[src/rtl/pci_bus_arbiter.sv]
// Central PCI bus arbiter: round-robin one-hot grants, a turnaround cycle
// between owners, parking on a default master and revocation of unused grants.
//
// state      | meaning
// PARK       | bus parked on PARK_MASTER, arbitrating pending requests
// GRANT      | grant issued, waiting for the master to assert frame
// BUSY       | owner (gnt_id) is running a transaction
// TURNAROUND | one all-zero gnt cycle between owners
module pci_bus_arbiter #(
    parameter int NUM_MASTERS = 4,
    parameter int PARK_MASTER = 0,
    parameter int GNT_TIMEOUT = 16
) (
    input  logic                           clk,
    input  logic                           rst,
    input  logic [NUM_MASTERS-1:0]         req,
    input  logic                           frame,
    input  logic                           irdy,
    output logic [NUM_MASTERS-1:0]         gnt,
    output logic [$clog2(NUM_MASTERS)-1:0] gnt_id,
    output logic                           bus_busy,
    output logic                           timeout_pulse
);

    localparam int IW = $clog2(NUM_MASTERS);
    localparam int CW = $clog2(GNT_TIMEOUT + 1);
    localparam logic [IW-1:0]          PARK_ID = IW'(PARK_MASTER);
    localparam logic [CW-1:0]          TC      = CW'(GNT_TIMEOUT - 1);
    localparam logic [NUM_MASTERS-1:0] ONE     = NUM_MASTERS'(1);

    typedef enum logic [1:0] {
        PARK,
        GRANT,
        BUSY,
        TURNAROUND
    } state_t;

    state_t        state;
    logic [IW-1:0] last_owner;
    logic [CW-1:0] cnt;
    logic [IW-1:0] winner;
    logic [IW-1:0] idx;
    logic          win_found;
    logic          bus_idle;

    assign bus_idle = !frame && !irdy;

    // Search starts just after last_owner and wraps, so last_owner is lowest priority.
    always_comb begin
        winner    = '0;
        idx       = '0;
        win_found = 1'b0;
        for (int i = 1; i <= NUM_MASTERS; i++) begin
            idx = IW'((int'(last_owner) + i) % NUM_MASTERS);
            if (!win_found && req[idx]) begin
                win_found = 1'b1;
                winner    = idx;
            end
        end
    end

    always_ff @(posedge clk or posedge rst) begin
        if (rst) begin
            state         <= PARK;
            gnt           <= ONE << PARK_ID;
            gnt_id        <= PARK_ID;
            last_owner    <= PARK_ID;
            bus_busy      <= 1'b0;
            timeout_pulse <= 1'b0;
            cnt           <= '0;
        end else begin
            timeout_pulse <= 1'b0;
            case (state)
                PARK: begin
                    if (frame) begin
                        state      <= BUSY;
                        bus_busy   <= 1'b1;
                        gnt_id     <= PARK_ID;
                        last_owner <= PARK_ID;
                    end else if (bus_idle && win_found) begin
                        state  <= GRANT;
                        gnt    <= ONE << winner;
                        gnt_id <= winner;
                        cnt    <= '0;
                    end
                end
                GRANT: begin
                    cnt <= cnt + CW'(1);
                    // frame wins over both a withdrawn request and a timeout
                    if (frame) begin
                        state      <= BUSY;
                        bus_busy   <= 1'b1;
                        last_owner <= gnt_id;
                    end else if (!req[gnt_id]) begin
                        state <= TURNAROUND;
                        gnt   <= '0;
                    end else if (cnt == TC) begin
                        state         <= TURNAROUND;
                        gnt           <= '0;
                        timeout_pulse <= 1'b1;
                        last_owner    <= gnt_id;
                    end
                end
                BUSY: begin
                    if (bus_idle) begin
                        state    <= TURNAROUND;
                        bus_busy <= 1'b0;
                        gnt      <= '0;
                    end else if ((req & ~(ONE << gnt_id)) != '0) begin
                        gnt <= '0;
                    end
                end
                TURNAROUND: begin
                    state  <= PARK;
                    gnt    <= ONE << PARK_ID;
                    gnt_id <= PARK_ID;
                end
                default: begin
                    state <= PARK;
                end
            endcase
        end
    end

endmodule
[config.mk]
export PLATFORM = sky130hd
export DESIGN_NAME = pci_bus_arbiter
export DESIGN_NICKNAME = d
export VERILOG_FILES = /design/src/rtl/pci_bus_arbiter.sv
export SDC_FILE = /design/constraint.sdc
export NUM_CORES = 1
export LEC_CHECK = 0
export ABC_AREA = 1
export CAP_MARGIN = 0
export CORE_MARGIN = 4
export CORE_UTILIZATION = 55
export CTS_BUF_LIST = sky130_fd_sc_hd__clkbuf_8
export DETAILED_ROUTE_END_ITERATION = 16
export PLACE_DENSITY = 0.84
export REMOVE_ABC_BUFFERS = 1
export SYNTH_ARGS = -nofsm -noshare
export SYNTH_HDL_FRONTEND = slang
export SYNTH_SLANG_ARGS = --single-unit
[constraint.sdc]
create_clock -name clk -period 2.8 [get_ports clk]
set_input_delay 0.56 -clock clk [delete_from_list [all_inputs] [get_ports clk]]
set_output_delay 0.56 -clock clk [all_outputs]
set_load 0.005 [all_outputs]
==> results.sh, run 1 <==
export IMPL_numCtsBuffers=3
export IMPL_crit_type="in2reg"
export IMPL_postCtsSetupRepairBufs=0
export IMPL_cts_root_buf="clkbuf_8"
export IMPL_grt_max_degree=18
export IMPL_grt_pass1_vias=1196
export IMPL_slew_headroom=0.582
export IMPL_drtPass1Iterations=5
export IMPL_design_area_um2=1560
export IMPL_ys_ff_latch=17
export IMPL_swShare=0.478
export IMPL_num_io_pins=16
export IMPL_insertion_delay_ns=0.26
export IMPL_pre_cts_ws_ns=0.456
export IMPL_ctsHoldBuffers=0
export IMPL_viasPerCell=5.28
export IMPL_setup_tns_ns=0
export IMPL_dpl_instance_area_um2=1520
export IMPL_ys_warn_count=0
export IMPL_drc=0
export IMPL_row_count=17
export IMPL_drv_slew=0
export IMPL_final_common_cell="nand2_1"
export IMPL_hpwl_um=2280
export IMPL_synthCells=199
export IMPL_worst_path_max_fanout=8
export IMPL_fin_crit_ns=2.08
export IMPL_critPathRequiredTime_ns=2.95
export IMPL_num_vias=1277
export IMPL_drt_iter0_drc=74
export IMPL_die_area_um2=3340
export IMPL_grt_ovfl_total=0
export IMPL_hold_violations=0
export IMPL_finalCritPeriodShare=0.743
export IMPL_fp_dieH_um=57.8
export IMPL_pwr_share_seq=0.290
export IMPL_ant_nets=0
export IMPL_final_core_util=0.680
export IMPL_ys_seq_area_frac=0.313
export IMPL_cts_resized=0
export IMPL_netSwitchingPower_mw=0.660
export IMPL_h_tree_depth=1
export IMPL_intPower_mw=0.721
export IMPL_mostFrequentLayoutCells="nand2_1 (65), inv_1 (24), nor2_1 (16), dfrtp_1 (16)"
export IMPL_die_w_um=57.8
export IMPL_track_usage=0.195
export IMPL_cpMostUsedCell="nor2_1"
export IMPL_fin_ws_ns=0.719
export IMPL_antenna_found_initial=0
export IMPL_layout_drive_gt1_share=0.131
export IMPL_fin_nets=229
export IMPL_cp_cell_sequence="clkdlybuf4s50_1 > nor2_1 > nor2_1 > inv_1 > nor4_1 > nor2_1 > nand3_4 > nand2_1 > o21ai_2"
export IMPL_initial_core_util=0.594
export IMPL_clock_path_buffers=2
export IMPL_drv_cap=0
export IMPL_postSynthAreaPerCell_um2=6.86
export IMPL_status="complete, no violations"
export IMPL_syn_area_um2=1370
export IMPL_routedWlPerCell_um=12.1
export IMPL_area_delta_synth_final_pct=14.5
export IMPL_yosysUniqueCellTypes=28
export IMPL_crit_family="simple AND/OR/NAND/NOR gates"
export IMPL_finalSetupViolCount=0
export IMPL_n_antenna_cell=0
export IMPL_power_leakage_nw=0.787
export IMPL_critPathLaunchType="primary input"
export IMPL_end_kind="flop"
export IMPL_gp_congestion=0.826
export IMPL_fillCellCount=201
export IMPL_ir_worst_vdd_mv=0.558
export IMPL_cp_data_arrival_time_ns=2.23
export IMPL_crit_slowest_cell="clkdlybuf4s50_1"
export IMPL_grt_pass1_wl_um=5160
export IMPL_pwr_share_clk=0.135
export IMPL_clock_sinks=17
export IMPL_finalPower_mw=1.38
export IMPL_tightest_slew_ns=0.626
export IMPL_skew_ns=0.00698
export IMPL_critPathMaxStageDelay_ns=0.53
export IMPL_min_path_type="reg2reg"
export IMPL_cts_tree="done"
export IMPL_numPortBuffers=15
export IMPL_path_buf_inv=2
export IMPL_rsz0062_at_grt="false"
export IMPL_max_freq_mhz=480
export IMPL_power_density_nw_per_um2=884
export IMPL_cts_clk_slew_worst_paths_ns=0.07
export IMPL_p_comb_frac=0.575
export IMPL_floorplan_core_area_um2=2300
export IMPL_wl_um=2940
==> per-stage QoR <==
step / cells / hold WS (ns)
3_3_place_gp: 238 / 0.461
2_1_floorplan: 195 / 0.457
6_report: 242 / 0.470
5_1_grt: 242 / 0.507
3_5_place_dp: 238 / 0.461
4_1_cts: 242 / 0.473
==> synth_stat cells <==
cell / instances / area, um2
nand2_1: 65 / 244
inv_1: 24 / 90.1
dfrtp_1: 16 / 400
nor2_1: 16 / 60.1
nand3_1: 15 / 75.1
o21ai_0: 14 / 70.1
ha_1: 6 / 75.1
nand2_2: 6 / 37.5
o21ai_2: 5 / 43.8
a21oi_1: 4 / 20.0
nand2_4: 4 / 45.0
nand4_1: 4 / 25.0
inv_2: 3 / 11.3
nand3_2: 2 / 20.0
o31ai_1: 2 / 15.0
a21boi_0: 1 / 7.51
buf_2: 1 / 5.00
buf_6: 1 / 11.3
clkbuf_1: 1 / 3.75
clkbuf_8: 1 / 13.8
dfstp_2: 1 / 26.3
inv_6: 1 / 8.76
nand3_4: 1 / 17.5
nand3b_1: 1 / 7.51
nor2_4: 1 / 11.3
nor3_1: 1 / 5.00
nor4_1: 1 / 6.26
xor2_1: 1 / 8.76
==> routing by layer <==
metal / vias to the layer above / track usage / share of wire
met4: 0 / 0.0497 / 0.0099
met1: 573 / 0.245 / 0.45
li1: 664 / - / -
met5: - / 0 / 0
met3: 5 / 0.0423 / 0.047
met2: 35 / 0.337 / 0.49
==> cell families after synthesis <==
family,Yosys count,synth area share
XOR/XNOR,1,0.00642
flip-flops,17,0.313
buffers and inverters,32,0.105
AO/OA/AOI/OAI,26,0.115
adder cells (fa/ha/maj),6,0.0550
AND/OR/NAND/NOR,117,0.406
==> sequential cells by signal (all words and copies together) (netlist names) <==
name and cells:
state 2, last_owner 2, gnt 4, cnt 5
timeout_pulse 1, gnt_id 2, bus_busy 1
==> area by class of cell <==
cell class,count,area (um2),share of cell area
multi-input cells,150,795,0.508
repair buffers,15,150,0.0961
clock buffers,3,41.3,0.0264
inverters,28,110,0.0705
well taps,28,35.0,0.0224
flip-flops and latches,17,427,0.273
clock inverters,1,5.00,0.00320
==> final timing paths <==
check                      startpoint        to  slack [ns]  cells after the start
min in group asynchronous         rst    gnt[2]        0.68                      2
hold reg to reg                gnt[0]    gnt[0]        0.47                      2
hold / removal                 gnt[0]    gnt[0]        0.47                      2
setup / recovery                frame    gnt[3]        0.72                      9
max in group asynchronous         rst  bus_busy        1.71                      2
setup reg to reg             state[1]    gnt[3]        0.94                      8
==> worst register-to-register path, stage by stage, from the launching register on <==
cell	delay, ns
dfrtp_1	0.44
inv_1	0.10
ha_1	0.34
nor2_1	0.28
nor2_1	0.07
nor2_1	0.21
nand3_4	0.16
nand2_1	0.11
o21ai_2	0.05
==> power by group through the flow <==
stage,registers [mW],logic [mW],clock network [mW]
3_3_place_gp,0.399,0.761,0
4_1_cts,0.400,0.798,0.191
3_5_place_dp,0.405,0.785,0
6_report,0.401,0.794,0.187
5_1_grt,0.414,0.904,0.203
2_1_floorplan,0.393,0.572,0
Note: power is estimated with default switching activity, not from simulation.
==> run 2, diff against run 1 <==
--- a/config.mk
+++ b/config.mk
@@ -8,10 +8,10 @@
 export ABC_AREA = 1
 export CAP_MARGIN = 0
 export CORE_MARGIN = 4
-export CORE_UTILIZATION = 55
+export CORE_UTILIZATION = 52
 export CTS_BUF_LIST = sky130_fd_sc_hd__clkbuf_8
 export DETAILED_ROUTE_END_ITERATION = 16
-export PLACE_DENSITY = 0.84
+export PLACE_DENSITY = 0.83
 export REMOVE_ABC_BUFFERS = 1
 export SYNTH_ARGS = -nofsm -noshare
 export SYNTH_HDL_FRONTEND = slang
==> constraint.sdc (replaced) <==
create_clock -name clk -period 1.85 [get_ports clk]
set_input_delay 0.37 -clock clk [delete_from_list [all_inputs] [get_ports clk]]
set_output_delay 0.37 -clock clk [all_outputs]
set_load 0.005 [all_outputs]
==> results.sh, run 2 (same netlist as run 1, synthesis figures left out) <==
export IMPL_final_common_cell="nand2_1"
export IMPL_hold_violations=0
export IMPL_power_density_nw_per_um2=1310
export IMPL_ctsHoldBuffers=0
export IMPL_critPathMaxStageDelay_ns=0.57
export IMPL_clock_sinks=17
export IMPL_drc=0
export IMPL_drt_iter0_drc=63
export IMPL_critPathRequiredTime_ns=1.48
export IMPL_gp_congestion=0.866
export IMPL_finalSetupViolCount=0
export IMPL_grt_pass1_vias=1271
export IMPL_status="complete, no violations"
export IMPL_crit_slowest_cell="clkdlybuf4s50_1"
export IMPL_rsz0062_at_grt="true"
export IMPL_cts_tree="done"
export IMPL_fin_nets=241
export IMPL_regMostFlops="cnt"
export IMPL_track_usage=0.194
export IMPL_floorplan_core_area_um2=2500
export IMPL_tightest_slew_ns=0.341
export IMPL_setup_tns_ns=0
export IMPL_drv_slew=0
export IMPL_viasPerCell=5.08
export IMPL_cts_root_buf="clkbuf_8"
export IMPL_drtPass1Iterations=4
export IMPL_die_w_um=59.2
export IMPL_num_io_pins=16
export IMPL_n_antenna_cell=0
export IMPL_initial_core_util=0.546
export IMPL_max_freq_mhz=574
export IMPL_hold_slack_ns=0.414
export IMPL_largest_register_ffs=5
export IMPL_power_leakage_nw=0.869
export IMPL_finalCritPeriodShare=0.942
export IMPL_top_regs="cnt x5, gnt x4"
export IMPL_cp_cell_sequence="clkdlybuf4s50_1"
export IMPL_layout_drive_gt1_share=0.199
export IMPL_slew_headroom=0.771
export IMPL_end_kind="output pin"
export IMPL_ir_worst_vdd_mv=0.945
export IMPL_cp_depth=1
export IMPL_antenna_found_initial=0
export IMPL_cts_clk_slew_worst_paths_ns=0.07
export IMPL_reg2reg_depth=13
export IMPL_crit_type="reg2out"
export IMPL_fp_dieH_um=59.2
export IMPL_fin_crit_ns=1.74
export IMPL_finalPower_mw=2.21
export IMPL_reg2reg_from="last_owner[0]"
export IMPL_mostFrequentLayoutCells="nand2_1 (63), inv_1 (24), nor2_1 (15), nand3_1 (15), dfrtp_1 (15)"
export IMPL_crit_family="buffers and inverters"
export IMPL_drv_cap=0
export IMPL_row_count=18
export IMPL_insertion_delay_ns=0.26
export IMPL_dpl_instance_area_um2=1590
export IMPL_skew_ns=0.00236
export IMPL_numCtsBuffers=3
export IMPL_grt_ovfl_total=0
export IMPL_path_buf_inv=1
export IMPL_area_delta_synth_final_pct=23.8
export IMPL_wl_um=2950
export IMPL_routedWlPerCell_um=11.5
export IMPL_worst_path_max_fanout=11
export IMPL_num_vias=1301
export IMPL_cp_data_arrival_time_ns=1.37
export IMPL_ant_nets=0
export IMPL_design_area_um2=1690
export IMPL_numPortBuffers=15
export IMPL_clock_path_buffers=2
export IMPL_regToRegSetupSlack_ns=0.16
export IMPL_grt_max_degree=18
export IMPL_critPathLaunchType="flop"
export IMPL_h_tree_depth=1
export IMPL_placed_cells=250
export IMPL_hpwl_um=2200
export IMPL_final_cells=256
export IMPL_r2r_end="gnt[2]"
export IMPL_min_path_type="in2async"
export IMPL_grt_pass1_wl_um=5200
export IMPL_die_area_um2=3510
run 2: what timing repair did:
item	in CTS	in global routing
endpoints found under the setup margin	1	12
gates resized for setup	1	10
cloned	0	0
buffers inserted	0	2
run 2: power by group:
part	internal, mW	switching [mW]	leakage [nW]	total [mW]
Combinational	0.546	0.790	0.621	1.34
Sequential	0.488	0.106	0.222	0.595
Clock	0.150	0.133	0.0255	0.282
run 2: worst max-delay path by stage:
stage | startpoint | to
6_report | gnt_id[0] | gnt_id[0]
5_1_grt | req[2] | last_owner[0]
4_1_cts | req[0] | last_owner[0]
3_5_place_dp | req[2] | last_owner[0]
3_3_place_gp | req[0] | last_owner[1]
2_1_floorplan | state[1] | gnt[1]
run 2: per-stage QoR:
step / worst slack (ns) / utilization
2_1_floorplan: 0.262 / -
3_3_place_gp: -0.185 / 0.638
3_5_place_dp: -0.233 / 0.638
4_1_cts: 0.0335 / 0.656
5_1_grt: -0.0111 / 0.676
6_report: 0.107 / 0.676
run 2: worst min-delay path, stage by stage:
cell,delay [ns]
clkdlybuf4s50_1,0.39
inv_1,0.05
buf_4,0.24
run 2: final cells by class:
type                    count  area [um2]
well taps                  30        37.5
clock buffers               3        41.3
inverters                  28         110
clock inverters             1        5.00
fillers                   220         810
repair buffers             27         255
multi-input cells         150         813
flip-flops and latches     17         428
run 2: routing by layer:
metal / wire [um] / GRT usage / vias up
met1: 1360 / 0.246 / 582
met4: 46 / 0.0971 / 0
li1: - / - / 690
met2: 1440 / 0.317 / 23
met3: 99 / 0.0327 / 6
met5: 0 / 0 / -
==> run 3, diff against run 2 <==
--- a/config.mk
+++ b/config.mk
@@ -11,7 +11,7 @@
 export CORE_UTILIZATION = 52
 export CTS_BUF_LIST = sky130_fd_sc_hd__clkbuf_8
 export DETAILED_ROUTE_END_ITERATION = 16
-export PLACE_DENSITY = 0.83
+export PLACE_DENSITY = 0.88
 export REMOVE_ABC_BUFFERS = 1
 export SYNTH_ARGS = -nofsm -noshare
 export SYNTH_HDL_FRONTEND = slang
==> results.sh, run 3 (same netlist as run 1, synthesis figures left out) <==
export IMPL_status="complete, no violations"
export IMPL_cts_resized=0
export IMPL_drv_cap=0
export IMPL_die_w_um=59.2
export IMPL_drt_iter0_drc=88
export IMPL_reg2reg_depth=12
export IMPL_crit_type="reg2out"
export IMPL_ir_worst_vdd_mv=1.05
export IMPL_slew_headroom=0.765
export IMPL_regMostFlops="cnt"
export IMPL_gp_congestion=0.869
export IMPL_fin_nets=240
export IMPL_h_tree_depth=1
export IMPL_viasPerCell=5.19
export IMPL_clock_path_buffers=2
export IMPL_rsz0062_at_grt="true"
export IMPL_floorplan_core_area_um2=2500
export IMPL_power_density_nw_per_um2=1330
export IMPL_finalCritPeriodShare=0.953
export IMPL_ctsHoldBuffers=0
export IMPL_grt_pass1_wl_um=5250
export IMPL_numPortBuffers=15
export IMPL_top_regs="cnt x5, gnt x4"
export IMPL_dpl_instance_area_um2=1600
export IMPL_layout_drive_gt1_share=0.204
export IMPL_die_area_um2=3510
export IMPL_end_kind="output pin"
export IMPL_critPathLaunchType="flop"
export IMPL_cp_cell_sequence="clkdlybuf4s50_1"
export IMPL_largest_register_ffs=5
export IMPL_area_delta_synth_final_pct=23.4
export IMPL_insertion_delay_ns=0.26
export IMPL_drtPass1Iterations=4
export IMPL_crit_slowest_cell="clkdlybuf4s50_1"
export IMPL_hold_violations=0
export IMPL_cp_data_arrival_time_ns=1.39
export IMPL_critPathRequiredTime_ns=1.48
export IMPL_num_vias=1323
export IMPL_finalSetupViolCount=0
export IMPL_drc=0
export IMPL_fillCellCount=213
export IMPL_clock_sinks=17
export IMPL_power_leakage_nw=0.868
export IMPL_tightest_slew_ns=0.353
export IMPL_min_path_type="in2async"
export IMPL_worst_path_max_fanout=11
export IMPL_antenna_found_initial=0
export IMPL_critPathMaxStageDelay_ns=0.58
export IMPL_crit_family="buffers and inverters"
export IMPL_skew_ns=0.00716
export IMPL_ant_nets=0
export IMPL_max_freq_mhz=567
export IMPL_num_io_pins=16
export IMPL_row_count=18
export IMPL_reg2reg_from="last_owner[0]"
export IMPL_drv_slew=0
export IMPL_fin_crit_ns=1.76
export IMPL_final_common_cell="nand2_1"
export IMPL_cts_tree="done"
export IMPL_routedWlPerCell_um=11.7
export IMPL_fp_dieH_um=59.2
export IMPL_initial_core_util=0.546
export IMPL_grt_max_degree=18
export IMPL_grt_ovfl_total=0
export IMPL_finalPower_mw=2.23
export IMPL_mostFrequentLayoutCells="nand2_1 (62), inv_1 (24), nor2_1 (15), nand3_1 (15), dfrtp_1 (15)"
export IMPL_hpwl_um=2290
export IMPL_design_area_um2=1680
export IMPL_wl_um=2980
export IMPL_n_antenna_cell=0
export IMPL_numCtsBuffers=3
export IMPL_r2r_end="gnt[2]"
export IMPL_postCtsSetupRepairBufs=0
export IMPL_final_core_util=0.674
export IMPL_track_usage=0.194
export IMPL_grt_pass1_vias=1187
export IMPL_cts_root_buf="clkbuf_8"
export IMPL_cts_clk_slew_worst_paths_ns=0.07
export IMPL_regToRegSetupSlack_ns=0.17
export IMPL_path_buf_inv=1
==> run 3: cell count changes in the layout (fill, tap and decap cells not counted), sizes merged <==
cell | before | now
clkdlybuf4s50 | 13 | 12
buf | 12 | 11
dlymetal6s2s | 2 | 3
==> run 3: worst max path at each step <==
stage                        startpoint         to  cells after the start  slack, ns
after floorplan                state[1]     gnt[1]                      8       0.26
after global placement           req[2]     gnt[3]                     13      -0.17
after detailed placement         req[2]     gnt[3]                     13      -0.19
after CTS                 last_owner[0]   state[1]                     10       0.06
after global routing             req[0]   state[1]                     12     -0.003
final                         gnt_id[0]  gnt_id[0]                      1       0.09
==> run 3: worst reg2reg max path: cells and delay by family (launching register included) <==
kind	cells	cell delay, ns
DFF	1	0.49
buffers and inverters	1	0.12
AOI/OAI and AO/OA	1	0.05
and+or+nand+nor	10	0.92
==> run 3: final cells by class <==
class                      instances  area, um2  share of cell area
multi-input combinational        150        822               0.488
sequential                        17        428               0.254
timing repair buffer              26        240               0.143
inverter                          28        110              0.0654
clock buffer                       3       41.3              0.0245
tap                               30       37.5              0.0223
clock inverter                     1       5.00             0.00297
==> run 3: per-layer routing <==
layer | track usage | wire [um] | part of all wire
met3 | 0.0261 | 69 | 0.023
met5 | 0 | 0 | 0
met4 | 0.0647 | 40 | 0.013
met1 | 0.247 | 1350 | 0.45
met2 | 0.335 | 1520 | 0.51
==> run 3: per-stage QoR <==
stage	cells	setup TNS, ns	hold slack, ns	setup WS [ns]
6_report	255	0	0.413	0.0870
5_1_grt	255	-0.00283	0.435	-0.00283
4_1_cts	255	0	0.420	0.0552
3_5_place_dp	251	-2.06	0.466	-0.190
3_3_place_gp	251	-1.37	0.460	-0.167
2_1_floorplan	195	0	0.295	0.262
==> run 3: power breakdown <==
part	internal (mW)	switching (mW)
Combinational	0.548	0.788
Sequential	0.488	0.120
Clock	0.150	0.137
